$ cat src/rtl/pixel_write_arbiter.sv
`default_nettype none
// ============================================================================
// Module   : pixel_write_arbiter
// Purpose  : Round-robin arbiter that gives one of three pixel producers
//            (r0 background fill, r1 note-box drawer, r2 score overlay)
//            ownership of a single framebuffer write port for a burst.
//            Accepted beats are registered onto x/y/colour/plot with one
//            cycle of latency; off-screen beats are consumed but counted
//            in a saturating drop counter instead of being plotted.
// Ports    : clock, resetn       - clock, asynchronous active-low reset
//            reqValid/reqLast    - per-requester beat valid / end-of-burst
//            reqX/reqY/reqColour - packed per-requester beat fields
//            grant               - one-hot owner (or zero when idle)
//            x, y, colour, plot  - registered framebuffer write
//            busy                - OR of grant bits
//            dropCount           - saturating count of off-screen beats
// Revision : 1.0 - initial release
// ============================================================================
module pixel_write_arbiter #(
  parameter int MAX_BURST  = 64,
  parameter int IDLE_LIMIT = 16
) (
  input  logic        clock,
  input  logic        resetn,
  input  logic [2:0]  reqValid,
  input  logic [2:0]  reqLast,
  input  logic [23:0] reqX,
  input  logic [23:0] reqY,
  input  logic [8:0]  reqColour,
  output logic [2:0]  grant,
  output logic [7:0]  x,
  output logic [7:0]  y,
  output logic [2:0]  colour,
  output logic        plot,
  output logic        busy,
  output logic [7:0]  dropCount
);

  localparam logic [6:0] c_BEAT_LAST = 7'(MAX_BURST - 1);
  localparam logic [4:0] c_IDLE_LAST = 5'(IDLE_LIMIT - 1);
  localparam logic [7:0] c_X_LIMIT   = 8'd240;
  localparam logic [7:0] c_Y_LIMIT   = 8'd180;

  typedef enum logic [0:0] {
    S_IDLE  = 1'b0,
    S_BURST = 1'b1
  } state_t;

  state_t      r_state;
  logic [1:0]  r_owner;
  logic [1:0]  r_last_owner;
  logic [2:0]  r_grant;
  logic [6:0]  r_beat_cnt;
  logic [4:0]  r_idle_cnt;
  logic [7:0]  r_x;
  logic [7:0]  r_y;
  logic [2:0]  r_colour;
  logic        r_plot;
  logic [7:0]  r_drop_cnt;

  logic        w_own_valid;
  logic        w_own_last;
  logic [7:0]  w_own_x;
  logic [7:0]  w_own_y;
  logic [2:0]  w_own_colour;
  logic        w_accept;
  logic        w_in_range;
  logic        w_burst_end;
  logic [1:0]  w_rr_start;
  logic [1:0]  w_winner;
  logic        w_win_found;

  // Fields of the current owner; r_owner never holds 3, default covers it.
  always_comb begin
    w_own_valid  = 1'b0;
    w_own_last   = 1'b0;
    w_own_x      = 8'd0;
    w_own_y      = 8'd0;
    w_own_colour = 3'd0;
    case (r_owner)
      2'd0: begin
        w_own_valid  = reqValid[0];
        w_own_last   = reqLast[0];
        w_own_x      = reqX[7:0];
        w_own_y      = reqY[7:0];
        w_own_colour = reqColour[2:0];
      end
      2'd1: begin
        w_own_valid  = reqValid[1];
        w_own_last   = reqLast[1];
        w_own_x      = reqX[15:8];
        w_own_y      = reqY[15:8];
        w_own_colour = reqColour[5:3];
      end
      2'd2: begin
        w_own_valid  = reqValid[2];
        w_own_last   = reqLast[2];
        w_own_x      = reqX[23:16];
        w_own_y      = reqY[23:16];
        w_own_colour = reqColour[8:6];
      end
      default: begin
        w_own_valid  = 1'b0;
      end
    endcase
  end

  assign w_accept   = (r_state == S_BURST) && w_own_valid;
  assign w_in_range = (w_own_x < c_X_LIMIT) && (w_own_y < c_Y_LIMIT);

  // Burst ends on a last beat, on the final allowed beat, or when the owner
  // has been silent for IDLE_LIMIT consecutive granted cycles.
  assign w_burst_end = (w_accept && (w_own_last || (r_beat_cnt == c_BEAT_LAST))) ||
                       ((r_state == S_BURST) && !w_own_valid && (r_idle_cnt == c_IDLE_LAST));

  // Round-robin search starts just after the previous owner, modulo 3.
  assign w_rr_start = (r_last_owner == 2'd2) ? 2'd0 : (r_last_owner + 2'd1);

  always_comb begin
    w_winner    = 2'd0;
    w_win_found = 1'b0;
    for (int k = 0; k < 3; k++) begin
      int idx;
      idx = int'(w_rr_start) + k;
      if (idx >= 3) idx = idx - 3;
      if (!w_win_found && reqValid[idx]) begin
        w_win_found = 1'b1;
        w_winner    = 2'(idx);
      end
    end
  end

  always_ff @(posedge clock or negedge resetn) begin
    if (!resetn) begin
      r_state      <= S_IDLE;
      r_owner      <= 2'd0;
      r_last_owner <= 2'd2;
      r_grant      <= 3'b000;
      r_beat_cnt   <= 7'd0;
      r_idle_cnt   <= 5'd0;
      r_x          <= 8'd0;
      r_y          <= 8'd0;
      r_colour     <= 3'd0;
      r_plot       <= 1'b0;
      r_drop_cnt   <= 8'd0;
    end else begin
      r_plot <= 1'b0;
      case (r_state)
        S_IDLE: begin
          if (w_win_found) begin
            r_state    <= S_BURST;
            r_owner    <= w_winner;
            r_grant    <= 3'b001 << w_winner;
            r_beat_cnt <= 7'd0;
            r_idle_cnt <= 5'd0;
          end
        end
        S_BURST: begin
          if (w_accept) begin
            r_beat_cnt <= r_beat_cnt + 7'd1;
            r_idle_cnt <= 5'd0;
            if (w_in_range) begin
              r_plot   <= 1'b1;
              r_x      <= w_own_x;
              r_y      <= w_own_y;
              r_colour <= w_own_colour;
            end else if (r_drop_cnt != 8'hFF) begin
              r_drop_cnt <= r_drop_cnt + 8'd1;
            end
          end else begin
            r_idle_cnt <= r_idle_cnt + 5'd1;
          end
          if (w_burst_end) begin
            r_state      <= S_IDLE;
            r_grant      <= 3'b000;
            r_last_owner <= r_owner;
          end
        end
        default: begin
          r_state <= S_IDLE;
          r_grant <= 3'b000;
        end
      endcase
    end
  end

  assign grant     = r_grant;
  assign busy      = |r_grant;
  assign x         = r_x;
  assign y         = r_y;
  assign colour    = r_colour;
  assign plot      = r_plot;
  assign dropCount = r_drop_cnt;

endmodule
`default_nettype wire

$ cat config.mk
export PLATFORM = sky130hd
export DESIGN_NAME = pixel_write_arbiter
export DESIGN_NICKNAME = d
export VERILOG_FILES = /design/src/rtl/pixel_write_arbiter.sv
export SDC_FILE = /design/constraint.sdc
export NUM_CORES = 1
export LEC_CHECK = 0
export ABC_AREA = 0
export BUFFER_PORTS_ARGS = -buffer_cell sky130_fd_sc_hd__clkbuf_2
export CAP_MARGIN = 30
export CORE_MARGIN = 1
export CORE_UTILIZATION = 40
export CTS_CLUSTER_SIZE = 10
export DETAILED_ROUTE_END_ITERATION = 16
export GPL_TIMING_DRIVEN = 0
export HOLD_SLACK_MARGIN = 0.12
export PLACE_DENSITY = 0.67
export SYNTH_ARGS = -nofsm -noshare
export SYNTH_HDL_FRONTEND = slang
export SYNTH_SLANG_ARGS = --single-unit
$ cat constraint.sdc
create_clock -name clock -period 5.9 [get_ports clock]
set_clock_uncertainty 0.1 [all_clocks]
set_input_delay 0.295 -clock clock [delete_from_list [all_inputs] [get_ports clock]]
set_output_delay 0.295 -clock clock [all_outputs]
set_load 0.005 [all_outputs]
# [Yosys cells after proc, flatten, opt, wreduce, memory -nomap -nowiden]
# Cells that the tools add are included.
[totals] out_inout_bits=32 input_bits=65 regBits=48
[classes] bitwise_logic=2 shift=1 add_sub_neg=9 muxes=39 n_eq_ne=9 n_lt_le_gt_ge=8 n_reduce_logical=20
[ops] op="less-than comparator 32 x 4 -> 1 bit, second input constant" count=3
[ops] op="2-to-1 mux 32 bit" count=3
[ops] op="one-hot mux 8 bit (3 select lines)" count=2
[ops] op="less-than comparator 8 bit, second input constant" count=2
[ops] op="2-to-1 mux 1 bit" count=14
[ops] op="2-to-1 mux 7 bit" count=2
[ops] op="one-hot mux 7 bit (2 select lines)" count=1
[ops] op="2-to-1 mux 5 bit" count=2
[ops] op="one-hot mux 5 bit (2 select lines)" count=1
[ops] op="one-hot mux 3 bit (3 select lines)" count=1
[ops] op="adder 8 x 1 -> 8 bit, second input constant" count=1
[ops] op="2-to-1 mux 2 bit" count=4
[ops] op="inequality test 8 bit, second input constant" count=1
[ops] op="AND reduction 2 bit" count=4
[ops] op="subtractor 3 x 2 -> 4 bit, second input constant" count=2
[ops] op="adder 7 x 1 -> 7 bit, second input constant" count=1
[ops] op="== test 7 x 6 -> 1 bit, second input constant" count=1
[ops] op="logical AND 1 bit" count=7
[ops] op="binary-select mux 1 bit (select 2 bit)" count=3
[ops] op=">= comparator 3 x 2 -> 1 bit, second input constant" count=2
[ops] op="2-to-1 mux 3 bit" count=2
[ops] op="one-hot mux 1 bit (3 select lines)" count=2
[ops] op="one-hot mux 3 bit (2 select lines)" count=1
[ops] op="adder 5 x 1 -> 5 bit, second input constant" count=1
[ops] op="other kinds (19)" count=25

# [Logic depth before layout (Yosys ltp)]
[depth] ltp_word=17 ltp_mapped=9

# [Worst setup path before layout]
# Ideal clock, no wire load.
[synth_timing] kind="register to register" startpoint="register r_owner[0]" endpoint="register r_x[0] (netlist: x[0])" synth_period_minus_slack_ps=2158 stages_incl_launch_ff=9 required_time_ps=5672 path_slack_ps=3742 t_arrival_ps=1930 setup_ps=128 path_cell_list="dfrtp_1 buf_6 mux2i_1 a2bb2oi_1 o211ai_1 a311oi_2 and2_1 buf_4 mux2_1"
[synth_between] elab_chain_cells=5
[synth_lines] element="start: declaration" line="50" rtl="logic [1:0] r_owner;"
[synth_lines] element="start signal: assignment" line="152" rtl="r_owner <= w_winner;"
[synth_lines] element="== test 2 bit, or another cell as far along" line="80" rtl="case (r_owner)"
[synth_lines] element="one-hot mux 8 bit (3 select lines)" line="80"
[synth_lines] element="less-than comparator 8 bit" line="109" rtl="assign w_in_range = (w_own_x < c_X_LIMIT) && (w_own_y < c_Y_LIMIT);"
[synth_lines] element="logical AND 1 bit" line="109"
[synth_lines] element="AND reduction 3 bit (no source line)"
[synth_lines] element="end signal: assignment" line="164" rtl="r_x <= w_own_x;"
[synth_lines] element="end: declaration" line="55" rtl="logic [7:0] r_x;"
# Several ways; a longest one is shown, not always the timed one.
# A chain may end at the register's enable or synchronous reset.

# [Worst setup path after layout]
[layout_timing] startpoint="register r_owner[0]" endpoint="register r_x[3] (netlist: x[3])"
# The elaborated chain is that of the path after synthesis.

==> impl_results.md <==
* Data arrival, critical path at approximately 2600 ps
* FILL cells at 602
* Synthesized area per cell at roughly 10 sq um
* Setup WS pre-CTS at between 3000 and 4000 ps
* GR peak layer: met2
* Starting DRT DRC Count at between 90 and 100
* Die W at 82.6 microns
* Vias in the first global route at roughly 2200
* Pint at 0.936 mW
* Post-DP HPWL at roughly 4.9 mm
* Hold slack final at 210 ps
* Fraction of registers with async set/reset at 1.00
* Ys Warns at 0
* Setup WS post-layout at roughly 3400 ps
* Minimum clock period at around 2500 ps
* Clock group share of total power at 0.154
* Syn Nets at 320
* Critical path launch point type: flop
* Gate Count Post-Synth at 251
* Met2 Use GR at 0.352
* Vias/cell at 5.24
* WS Path Type: flop to flop
* Final TNS setup at 0 ps
* First-pass GRT wire length at 10.2 mm
* RSZ-0062 raised after global routing: false
* Setup violation total in the final timing report at 0
* Leakage power at ~1.7 nW
* Sequential share of power at 0.356
* Non-Filler Instances at roughly 430
* Final WL at about 6.3 mm
* Share of layout cells above drive strength 1 at 0.345
* Initial core utilization at 0.412
* Initial antenna violation count at 0
* Register area at 1200 sq um
* RePlAce Congestion at just over 0.8
* Grt met1 use at 0.249
* Final Hold Viols at 0
* Clock Latency Late Sink at approximately 300 ps
* Primary FF master, synth: dfrtp_1
* Antenna fix cells at 0
* R2R setup slack at 3380 ps
* Slew Limit Fails at 0
* FMAX at a little under 400 MHz
* Worst path required time at 5990 ps
* Unique masters post-synth at 44
* Routed len/inst at between 10 and 15 microns
* Area grow syn2layout at 27.6%
* Synthesized area at approximately 2600 sq um
* DRT antenna net count at 0
* DRT Pass-1 Iters at 4
* CTS HTree Levels at 2
* Pwr dens at between 400 and 500 nW/um^2
* TritonCTS Buffers at 5
* DRC violations left at 0
* Sequential fraction of the synthesis area at 0.462
* CTS tree: built
* Critical R2R Launch: r_owner[0]
* Sink Count at 48
* Max cap viols at 0
* Clock Tree Buf Depth at 2
* Status: finished, final reports clean
* Nets at 425
* Die height at approximately 83 microns
* Total track usage at 0.200
* Core region area at about 6300 sq um
* VDD IR max at around 0.00023 V
* CP max stage cell: a311oi_2
* Combinational power share at 0.490
* Port Buffers at 96
* Die Area at between 6000 and 7000 sq um
* Crit-path cells: buf_6, mux2i_1, a2bb2oi_1, o211ai_1, a311oi_2, and2_1, buf_4, mux2_1
* # IOs at 97
* Post-Place Cells at 425
* Post-synthesis register bit count at 48
* Slew @ Worst Pin at just over 900 ps
* HP Start: reqColour[6]
* Cell Rows at 29
* Root buf cell: clkbuf_8
* Clock transition at the registers of the reported paths at approximately 90 ps
* Vias post-DR at about 2300
* Post-synth EDFFs at 0
* Largest net degree at the start of global routing at 36
* Worst stage delay on the critical path at 410 ps
* Crit path max fanout at 10
* Critical path startpoint: r_owner[0]
* Crit end category: flop
* Final Cycle Share at 0.426
* M3 GR Usage at 0.0385
* Worst min-delay path class: input port to flop
* Switching Share at 0.393
* Slew headroom at 0.385
* Multi-input gate area at about 1300 sq um
* Total grt overflow at 0
* Switching power at 0.607 mW
==> kinds of logic (layout without fill, tap and decap cells) <==
group,Yosys count,in the layout,synth area share
compound gates,53,53,0.131
xor+xnor,13,13,0.0438
fa+ha+maj,4,4,0.0192
buf+inv,15,121,0.0332
flops,48,48,0.462
mux,39,39,0.158
simple gates,79,79,0.153
==> worst paths after layout <==
check                                end  depth (start not counted)
min reg2reg                    colour[2]                          1
min                            colour[0]                          4
max in group asynchronous  r_beat_cnt[4]                          3
min in group asynchronous           x[1]                          2
max reg2reg                         x[3]                          8
max                                 x[3]                          8
==> cells in the mapped netlist (2+ instances only) <==
cell type / number / area, sq um
a22o_1: 2 / 17.5
dfrtp_1: 47 / 1180
and2_1: 3 / 18.8
o2bb2ai_1: 2 / 17.5
nand2_1: 31 / 116
o21ai_0: 22 / 110
clkbuf_1: 3 / 11.3
nor2_1: 17 / 63.8
and3_1: 4 / 25.0
nor3_1: 2 / 10.0
mux2_1: 15 / 169
a21oi_1: 11 / 55.1
a2bb2oi_1: 6 / 52.6
mux2i_1: 23 / 230
buf_2: 3 / 15.0
buf_4: 3 / 22.5
nand3_1: 7 / 35.0
xor2_1: 12 / 105
ha_1: 4 / 50.1
nor4_2: 2 / 25.0
nand4_1: 5 / 31.3
inv_1: 3 / 11.3
a21o_1: 2 / 15.0
buf_6: 2 / 22.5
==> timing repair <==
item | CTS | global route
buffers inserted | 0 | 0
gates resized for setup | 0 | 0
endpoints found under the setup margin | 0 | 0
hold buffers | 1 | 0
hold endpoints to repair | 13 | 0
==> registers in the layout, summed over array words and instances, names as in the netlist, 3 cells and up <==
register	cells
dropCount	8
x	8
y	8
r_beat_cnt	7
r_idle_cnt	5
colour	3
grant	3
==> placed cells by master, fill, tap and decap left out, types with 2 or more instances in the layout <==
cell type	Yosys	final
clkbuf_2	0	96
dfrtp_1	47	47
nand2_1	31	31
mux2i_1	23	23
o21ai_0	22	22
nor2_1	17	17
mux2_1	15	15
xor2_1	12	12
a21oi_1	11	11
nand3_1	7	7
a2bb2oi_1	6	6
nand4_1	5	5
clkbuf_8	0	5
and3_1	4	4
ha_1	4	4
inv_1	3	3
buf_4	3	3
buf_2	3	3
clkbuf_1	3	3
and2_1	3	3
buf_6	2	2
o2bb2ai_1	2	2
a22o_1	2	2
nor4_2	2	2
nor3_1	2	2
a21o_1	2	2
==> per-stage QoR <==
| step | area [sq um] | utilization | power (mW) |
|---|---|---|---|
| after floorplan | 2600 | - | 1.05 |
| after global placement | 3180 | 0.503 | 1.30 |
| after detailed placement | 3200 | 0.507 | 1.32 |
| after CTS | 3320 | 0.526 | 1.56 |
| after global routing | 3320 | 0.526 | 1.67 |
| final | 3320 | 0.526 | 1.54 |
==> critical path: cells and delay by family (launching register included) <==
kind | cells | cell delay [ps]
muxes | 2 | 550
and+or+nand+nor | 1 | 200
DFF | 1 | 350
AOI/OAI and AO/OA | 3 | 820
buffers and inverters | 2 | 380
==> cell type report <==
type | instances | area share
clock inverters | 3 | 0.0128
flip-flops and latches | 48 | 0.362
multi-input cells | 188 | 0.395
clock buffers | 5 | 0.0207
inverters | 3 | 0.00339
well taps | 77 | 0.0290
plain buffers | 12 | 0.0226
repair buffers | 98 | 0.154
==> power groups by stage <==
stage / logic (mW) / registers [mW] / clock network, mW
after detailed placement: 0.767 / 0.556 / 0
after CTS: 0.768 / 0.550 / 0.244
final: 0.756 / 0.550 / 0.238
after floorplan: 0.502 / 0.550 / 0
after global routing: 0.846 / 0.566 / 0.259
after global placement: 0.745 / 0.550 / 0
==> layer usage <==
layer,wire length [microns],vias to the layer above
met5,0,-
met4,65,0
met3,286,6
met2,3050,64
met1,2850,1097
li1,-,1107
(Power assumes the default switching activity.)
